### src/rtl/if_pkg.sv
// Shared fetch-path types for the instruction fetch response stage.
//   ifr_state_e   : response-stage control state
//   fetch_entry_t : one buffered fetch result {pc, inst, fault}
//   NOP_INST      : instruction shown when nothing valid is presented
package if_pkg;

  localparam int PC_W   = 64;
  localparam int INST_W = 32;

  localparam logic [INST_W-1:0] NOP_INST = 32'h0000_0013;

  typedef enum logic [1:0] {
    INIT   = 2'd0,
    RUN    = 2'd1,
    DWAIT  = 2'd2,
    DDRAIN = 2'd3
  } ifr_state_e;

  typedef struct packed {
    logic [PC_W-1:0]   pc;
    logic [INST_W-1:0] inst;
    logic              fault;
  } fetch_entry_t;

  // Instructions are 4-byte aligned; any low address bit set is a fault.
  function automatic logic pc_misaligned(input logic [1:0] pc_lo);
    return pc_lo != 2'b00;
  endfunction

endpackage

### src/rtl/fetch_fifo.sv
// Synchronous FIFO of fetch entries with flush.
//   clk, reset   : clock, asynchronous active-high reset (pointers/count only)
//   flush        : empties the FIFO; wins over push and pop in the same cycle
//   push         : write push_entry at the tail
//   pop          : retire the head entry (ignored when empty)
//   head_entry   : registered head entry, no write-to-read bypass
//   count        : number of valid entries
module fetch_fifo
  import if_pkg::*;
#(
  parameter int DEPTH = 2
) (
  input  logic                  clk,
  input  logic                  reset,
  input  logic                  flush,
  input  logic                  push,
  input  fetch_entry_t          push_entry,
  input  logic                  pop,
  output fetch_entry_t          head_entry,
  output logic [$clog2(DEPTH):0] count
);

  localparam int PTR_W = $clog2(DEPTH);
  localparam int CNT_W = PTR_W + 1;
  localparam logic [CNT_W-1:0] FULL_CNT = CNT_W'(DEPTH);

  fetch_entry_t     mem_q [DEPTH];
  logic [PTR_W-1:0] wr_ptr_q, wr_ptr_d;
  logic [PTR_W-1:0] rd_ptr_q, rd_ptr_d;
  logic [CNT_W-1:0] count_q, count_d;
  logic             do_push, do_pop;

  always_comb begin
    do_push  = push & ~flush;
    do_pop   = pop & ~flush & (count_q != '0);
    wr_ptr_d = wr_ptr_q;
    rd_ptr_d = rd_ptr_q;
    count_d  = count_q;
    if (flush) begin
      wr_ptr_d = '0;
      rd_ptr_d = '0;
      count_d  = '0;
    end else begin
      // DEPTH is a power of two, so pointer overflow is the modulo wrap.
      if (do_push) wr_ptr_d = wr_ptr_q + 1'b1;
      if (do_pop)  rd_ptr_d = rd_ptr_q + 1'b1;
      count_d = count_q + CNT_W'(do_push) - CNT_W'(do_pop);
    end
  end

  always_ff @(posedge clk or posedge reset) begin
    if (reset) begin
      wr_ptr_q <= '0;
      rd_ptr_q <= '0;
      count_q  <= '0;
    end else begin
      wr_ptr_q <= wr_ptr_d;
      rd_ptr_q <= rd_ptr_d;
      count_q  <= count_d;
    end
  end

  // Storage carries data only; it needs no reset because count gates it.
  always_ff @(posedge clk) begin
    if (do_push) mem_q[wr_ptr_q] <= push_entry;
  end

  assign head_entry = mem_q[rd_ptr_q];
  assign count      = count_q;

  // Upstream stall_req must make a push into a full FIFO impossible.
  no_overflow: assert property (@(posedge clk) disable iff (reset)
    !(do_push && (count_q == FULL_CNT)))
    else $fatal(1, "fetch_fifo overflow");

endmodule

### src/rtl/pipeline_ifr_stage2.sv
// Instruction fetch response stage.
// Captures the fetched word for pc_IFP from ROM or DRAM (channel registered
// here from stage1's selection), buffers it in a small FIFO toward ID, drops
// wrong-path responses on branch_taken, and asks stage1 to hold its PC.
//   clk, reset       : clock, asynchronous active-high reset
//   if_channel_sel   : stage1 channel for pc_next (1=DRAM, 0=ROM)
//   pc_IFP           : address whose response arrives this cycle
//   fetch_issue      : stage1 advanced its PC at the last edge
//   rom_rdata        : ROM read data (1-cycle latency)
//   dram_rdata       : 64-bit DRAM read data
//   dram_rvalid      : DRAM read data valid
//   branch_taken     : flush wrong-path fetches
//   stall_in         : ID not accepting this cycle
//   inst_IF, pc_IF   : head instruction and its PC
//   valid_IF         : head valid
//   fetch_fault      : head PC misaligned
//   stall_req        : hold stage1 PC
module pipeline_ifr_stage2
  import if_pkg::*;
#(
  parameter int FIFO_DEPTH = 2,
  parameter int XLEN       = 64,
  parameter int ILEN       = 32
) (
  input  logic            clk,
  input  logic            reset,
  input  logic            if_channel_sel,
  input  logic [XLEN-1:0] pc_IFP,
  input  logic            fetch_issue,
  input  logic [ILEN-1:0] rom_rdata,
  input  logic [XLEN-1:0] dram_rdata,
  input  logic            dram_rvalid,
  input  logic            branch_taken,
  input  logic            stall_in,
  output logic [ILEN-1:0] inst_IF,
  output logic [XLEN-1:0] pc_IF,
  output logic            valid_IF,
  output logic            fetch_fault,
  output logic            stall_req
);

  localparam int CNT_W = $clog2(FIFO_DEPTH) + 1;
  localparam logic [CNT_W-1:0] FULL_CNT   = CNT_W'(FIFO_DEPTH);
  localparam logic [CNT_W-1:0] ALMOST_CNT = CNT_W'(FIFO_DEPTH - 1);

  ifr_state_e       state_q, state_d;
  logic             ch_q, ch_d;
  logic             issue_q, issue_d;

  logic             resp_v;
  logic [ILEN-1:0]  word;
  logic             fault;
  logic             push;
  logic             fsm_stall;
  fetch_entry_t     push_entry;
  fetch_entry_t     head_entry;
  logic [CNT_W-1:0] fifo_count;

  // Response capture: channel for the response in flight is ch_q.
  always_comb begin
    resp_v = ch_q ? dram_rvalid : issue_q;
    if (ch_q) word = pc_IFP[2] ? dram_rdata[2*ILEN-1:ILEN] : dram_rdata[ILEN-1:0];
    else      word = rom_rdata;
    fault            = pc_misaligned(pc_IFP[1:0]);
    push_entry.pc    = pc_IFP;
    push_entry.inst  = fault ? NOP_INST : word;
    push_entry.fault = fault;
  end

  // Control FSM. A DRAM fetch that has not returned in the cycle after issue
  // holds stage1 right away, so pc_IFP stays on the address being read and
  // its bit 2 still selects the correct half of dram_rdata.
  always_comb begin
    state_d   = state_q;
    push      = 1'b0;
    fsm_stall = 1'b0;
    unique case (state_q)
      INIT: state_d = RUN;
      RUN: begin
        if (ch_q) begin
          if (dram_rvalid) begin
            push = ~branch_taken;
          end else if (issue_q) begin
            fsm_stall = 1'b1;
            state_d   = branch_taken ? DDRAIN : DWAIT;
          end
        end else begin
          push = issue_q & ~branch_taken;
        end
      end
      DWAIT: begin
        fsm_stall = 1'b1;
        if (dram_rvalid) begin
          push    = ~branch_taken;
          state_d = RUN;
        end else if (branch_taken) begin
          state_d = DDRAIN;
        end
      end
      DDRAIN: begin
        // The read already issued must still be absorbed; its data is dropped.
        fsm_stall = 1'b1;
        if (dram_rvalid) state_d = RUN;
      end
      default: state_d = INIT;
    endcase
  end

  always_comb begin
    stall_req = (fifo_count == FULL_CNT)
              | ((fifo_count == ALMOST_CNT) & stall_in & resp_v)
              | fsm_stall;
    ch_d      = stall_req ? ch_q : if_channel_sel;
    issue_d   = fetch_issue;
  end

  always_ff @(posedge clk or posedge reset) begin
    if (reset) begin
      state_q <= INIT;
      ch_q    <= 1'b0;
      issue_q <= 1'b0;
    end else begin
      state_q <= state_d;
      ch_q    <= ch_d;
      issue_q <= issue_d;
    end
  end

  fetch_fifo #(
    .DEPTH (FIFO_DEPTH)
  ) u_fifo (
    .clk        (clk),
    .reset      (reset),
    .flush      (branch_taken),
    .push       (push),
    .push_entry (push_entry),
    .pop        (valid_IF & ~stall_in),
    .head_entry (head_entry),
    .count      (fifo_count)
  );

  // Head presentation: NOP / PC 0 whenever nothing is valid.
  always_comb begin
    valid_IF    = (fifo_count != '0);
    inst_IF     = valid_IF ? head_entry.inst : NOP_INST;
    pc_IF       = valid_IF ? head_entry.pc   : '0;
    fetch_fault = valid_IF & head_entry.fault;
  end

endmodule
### config.mk
export PLATFORM = sky130hd
export DESIGN_NAME = pipeline_ifr_stage2
export DESIGN_NICKNAME = d
export VERILOG_FILES = /design/src/rtl/if_pkg.sv /design/src/rtl/fetch_fifo.sv /design/src/rtl/pipeline_ifr_stage2.sv
export SDC_FILE = /design/constraint.sdc
export NUM_CORES = 1
export LEC_CHECK = 0
export CAP_MARGIN = 40
export CORE_MARGIN = 8
export CORE_UTILIZATION = 27
export CTS_CLUSTER_DIAMETER = 30
export CTS_CLUSTER_SIZE = 8
export DETAILED_ROUTE_END_ITERATION = 10
export PLACE_DENSITY = 0.57
export SLEW_MARGIN = 20
export SYNTH_ARGS = -nofsm -noshare
export SYNTH_HDL_FRONTEND = slang
export SYNTH_SLANG_ARGS = --single-unit
### constraint.sdc
create_clock -name clk -period 14.3 [get_ports clk]
set_input_delay 2.86 -clock clk [delete_from_list [all_inputs] [get_ports clk]]
set_output_delay 2.86 -clock clk [all_outputs]
set_load 0.01 [all_outputs]
After elaboration in Yosys (flattened, before gate mapping)
Memory sizes are Yosys's and may differ from the RTL's. Index checks and enable logic that the tools add are counted.

Memories: 1. Latch bits: 0. Logic and storage cells: 68. Input bits: 167. Flip-flop bits (word level): 8. Bits in read-only memories: 0. Memory bits (writable): 194. Output and inout port bits: 99.

Memories: u_fifo.mem_q (words 2, bits a word 97, read ports 1, clocked after Yosys merged registers in 0, wr ports 1, RTL line fetch_fifo.sv:27) `fetch_entry_t mem_q [DEPTH];`.

Add/sub/neg operators: 4. Reductions and logical operators: 7. Shifts and indexed selects: 0. Equality and inequality tests: 10. Divide/modulo/power cells: 0. Mux-type cells: 28. Magnitude comparators: 0. Bitwise operators: 12. Multipliers: 0.

Operator list (number): $mux W32 (4); $mux W64 (1); $mux W2 (7); $mux W1 (13); $and A1 B1 Y1 (8); $ne A2 B2 Y1 const B (4); $pmux W2 S4 (1); $reduce_bool A2 Y1 (4); $eq A2 B2 Y1 const B (3); $reduce_and A5 Y1 (1); $eq A2 B1 Y1 const B (2); $pmux W1 S2 (2); $ne A3 B3 Y1 const B (1); $add A1 B1 Y1 const B (2); $add A2 B1 Y2 (1); $logic_not A2 Y1 (1); $not A1 Y1 (2); $or A1 B1 Y1 (2); $reduce_or A2 Y1 (1); $sub A2 B1 Y2 (1).

Logic depth before layout (Yosys ltp)
Depth after elaboration: 8. Depth in mapped cells: 9. Mapped depth without buffers: 9.

Cells and area by module
From an unflattened synthesis, not the netlist that was laid out.

Cell total of the unflattened synthesis: 586. Area, all modules: 8998.6 um^2.

Modules (own cells, without submodules): fetch_fifo (cells an instance 324, instances 1, area each 7216.9 um^2, seq. area each 5925.7 um^2); pipeline_ifr_stage2 (cells an instance 262, instances 1, area each 1781.7 um^2, seq. area each 100.1 um^2).

Worst setup path before layout
Ideal clock, no wire load.

Path kind: input to register. From: input port dram_rvalid. To: memory u_fifo.mem_q[1][0] (netlist name) (enable). Path slack: 3.346 ns. Path buffers: 0. Library setup time: 0.692 ns. Required time: 13.608 ns. Cell stages on the path: 4. Data arrival time: 10.263 ns. Cells stage by stage: mux2_4 a22o_1 nand2_1 nor3b_1.

Word-level cells in the longest chain between the ends: 6.

RTL lines: start: declaration (RTL line pipeline_ifr_stage2.sv:32) `input logic dram_rvalid,`; $mux W1 (*) (RTL line pipeline_ifr_stage2.sv:81, pipeline_ifr_stage2.sv:93); $mux W1 (RTL line pipeline_ifr_stage2.sv:80) `if (ch_q) begin`; $pmux W1 S2 (*) (RTL line pipeline_ifr_stage2.sv:77) `unique case (state_q)`; $and A1 B1 Y1 (*) (RTL line fetch_fifo.sv:34) `do_push = push & ~flush;`; $mux W1 (*) (RTL line fetch_fifo.sv:65) `if (do_push) mem_q[wr_ptr_q] <= push_entry;`; $mux W1 (not written as such) (*) (RTL line fetch_fifo.sv:65); end: declaration (RTL line fetch_fifo.sv:27).

Mark *: on every way between the ends. The rest lies on a longest branch, timed or not.

Worst setup path after layout
From: input port dram_rvalid. To: output port stall_req.

Word-level cells in the longest chain between the ends: 4. Elaborated cells between the ends (all ways): 7. Classes of those cells: mux (4); bitwise (3).

RTL lines: $mux W1 (on tied branches) (RTL line pipeline_ifr_stage2.sv:81, pipeline_ifr_stage2.sv:61); $mux W1 or $and A1 B1 Y1 (tied branches) (RTL line pipeline_ifr_stage2.sv:80, pipeline_ifr_stage2.sv:111); $pmux W1 S2 or $or A1 B1 Y1 (tied branches) (RTL line pipeline_ifr_stage2.sv:77, pipeline_ifr_stage2.sv:111); $or A1 B1 Y1 (*) (RTL line pipeline_ifr_stage2.sv:112) `| fsm_stall;`; end: declaration (RTL line pipeline_ifr_stage2.sv:39) `output logic stall_req`.

Marked as above.

==> results.ini <==
[run_status]
status=finished, final reports clean

[sta]
finalSetupTns_ns=0
tightest_slew_ns=0.759
slew_viol_final=0
fmax_mhz=132
fin_skew_ns=0.00879
whs_ns=0.580
setup_viol_count_final=0
finalWorstSetupSlack_ns=6.70
period_needed_ns=7.60
fin_crit_sh_pct=53.2
rsz0062_at_grt=false
final_hold_viol_count=0
slew_headroom_pct=49.4

[yosys]
synthFlopType=edfxtp_1
yosysTopAreaCellShare_pct=68.1
synth_cell_types=31
syn_area_per_cell_um2=14.7
yosysMostFrequentCell=edfxtp_1
yosys.area.top_type=edfxtp_1
synth_area_leaders=edfxtp_1, mux2i_1, nor2_1
netlist_instances=583
syn_nets=756
seq_area_frac_synth_pct=70.4
synth_area_um2=8560
synth_seq_cells=202
synth_edf_count=194
ys_warn_count=0
synthTopCellsByCount=edfxtp_1, mux2i_1, nor2_1
async_reset_ff_share_pct=3.96

[drt]
drcViolationCount=0
via_per_inst=4.35
ant_nets=0
vias=5686
wl_um=22500
drt-initial-drc-count=151
first_pass_iters=4
wire_per_inst_um=17.2

[worst_setup_path]
cp_max_fo=6
crit_path_end_kind=output port
critPathRequiredTime_ns=11.44
cp-start-kind=input pin
reg2reg_depth=7
worstSetupPathType=in2out
crit_arrival_ns=4.74

[placed_design]
port-buffer-count=265
routabilityCongestion=0.754
dpl_worst_slack_ns=6.71
hpwl_um=15500

[clocking]
cts_buffers=45
cts_num_sinks=202
cts_max_level=2
cts_tree=done
insertion_delay_ns=0.52
path_clk_slew_ns=0.04
clockBufferDepth=3
clockRootBuffer=clkbuf_16
cts_hold_buffers=0
cts_setup_buffers=0
cts-resized-gates=0

[floorplan]
rows=65
dieArea_um2=37700
start_util_pct=27.3
design.portCount=266
core_um2=31400
chipHeight_um=194
fp.dieW_um=194

[finish]
synthToLayoutAreaGrowth_pct=54.7
nFillCells=2926
diodes=0
multiInputGateArea_um2=2370
fin_nets=1045
drive_gt1_share_pct=10.6
final-seq-area_um2=6030

[global_routing]
grt_pass1_wl_um=35700
grt_max_degree=65
grt_pass1_vias=6330
grt_overflow=0
grt_use_total_pct=11.8
antenna_found_initial=0

[pwr]
power.total_mw=2.42
p_per_area_nw_per_um2=183
peakVddDrop_mv=0.0680
cellLeakagePower_nw=4.51

[job]
cap_viol_max_count=0

[min_path]
holdPathStages=1
hold_class=reg2reg

## cell families after synthesis
group	share of synthesized area [%]
mux	15.6
buf+inv	2.12
flops	70.4
compound gates	3.39
simple gates	7.44
fa+ha+maj	0.877
xor+xnor	0.205
## layout by cell type, fill, tap and decap left out, drive strengths merged
master and instances:
clkdlybuf4s50 264, o21ai 5, nor2b 4, a211oi 29, and4 1, mux2i 129
or3 2, a21oi 2, ha 6, inv 11, edfxtp 194, a31oi 1
a22o 2, nor3 2, mux2 3, nand2b 1, nand2 12, dfrtp 8
nor2 129, nand3b 1, o21bai 1, nor3b 3, buf 14, clkinvlp 5
bufinv 6, clkinv 17, clkbuf 50, and4b 1, o22ai 1, xnor2 2
## sequential cells by signal, summed over array words and instances (netlist names)
register and flops:
u_fifo.wr_ptr_q 1, u_fifo.count 2, u_fifo.rd_ptr_q 1, ch_q 1
u_fifo.mem_q 194, state_q 2, issue_q 1
## area by class of cell
cell class,count,share of cell area (%)
multi-input cells,337,17.9
repair buffers,278,21.3
clock buffers,50,8.65
well taps,402,3.80
clock inverters,31,2.60
flip-flops and latches,202,45.5
inverters,8,0.227
## critical path: stages
cell             delay, ns
clkdlybuf4s50_1       0.50
mux2_4                0.30
and4_1                0.20
or3_4                 0.39
clkdlybuf4s50_1       0.49
## path summary, 6_finish.rpt
check                       startpoint  slack (ns)                   to
setup reg to reg            state_q[1]       12.08  u_fifo.mem_q[1][84]
hold / removal              state_q[1]        0.58           state_q[1]
max in group asynchronous        reset       11.36      u_fifo.rd_ptr_q
setup / recovery           dram_rvalid        6.70            stall_req
hold reg to reg             state_q[1]        0.58           state_q[1]
min in group asynchronous        reset        2.63      u_fifo.count[0]
## metrics by stage
stage / cells / util, % / area, um^2
after floorplan: 583 / - / 8560
after global placement: 1223 / 37.1 / 11600
after detailed placement: 1227 / 37.4 / 11800
after CTS: 1308 / 42.2 / 13200
after global routing: 1308 / 42.2 / 13200
final: 1308 / 42.2 / 13200
## power by group
group | internal, mW | leakage (nW) | switching, mW
registers | 0.745 | 1.86 | 0.0283
clock network | 0.682 | 0.725 | 0.311
logic | 0.314 | 1.92 | 0.341
## metal layers
| layer | part of all wire [%] | track usage [%] | vias to the layer above |
|---|---|---|---|
| met4 | 2.0 | 3.76 | 0 |
| met1 | 42 | 14.2 | 2654 |
| met5 | 0 | 0 | - |
| met3 | 11 | 5.52 | 38 |
| met2 | 46 | 18.6 | 244 |
| li1 | - | - | 2750 |
Power figures use the tool's default switching activity.
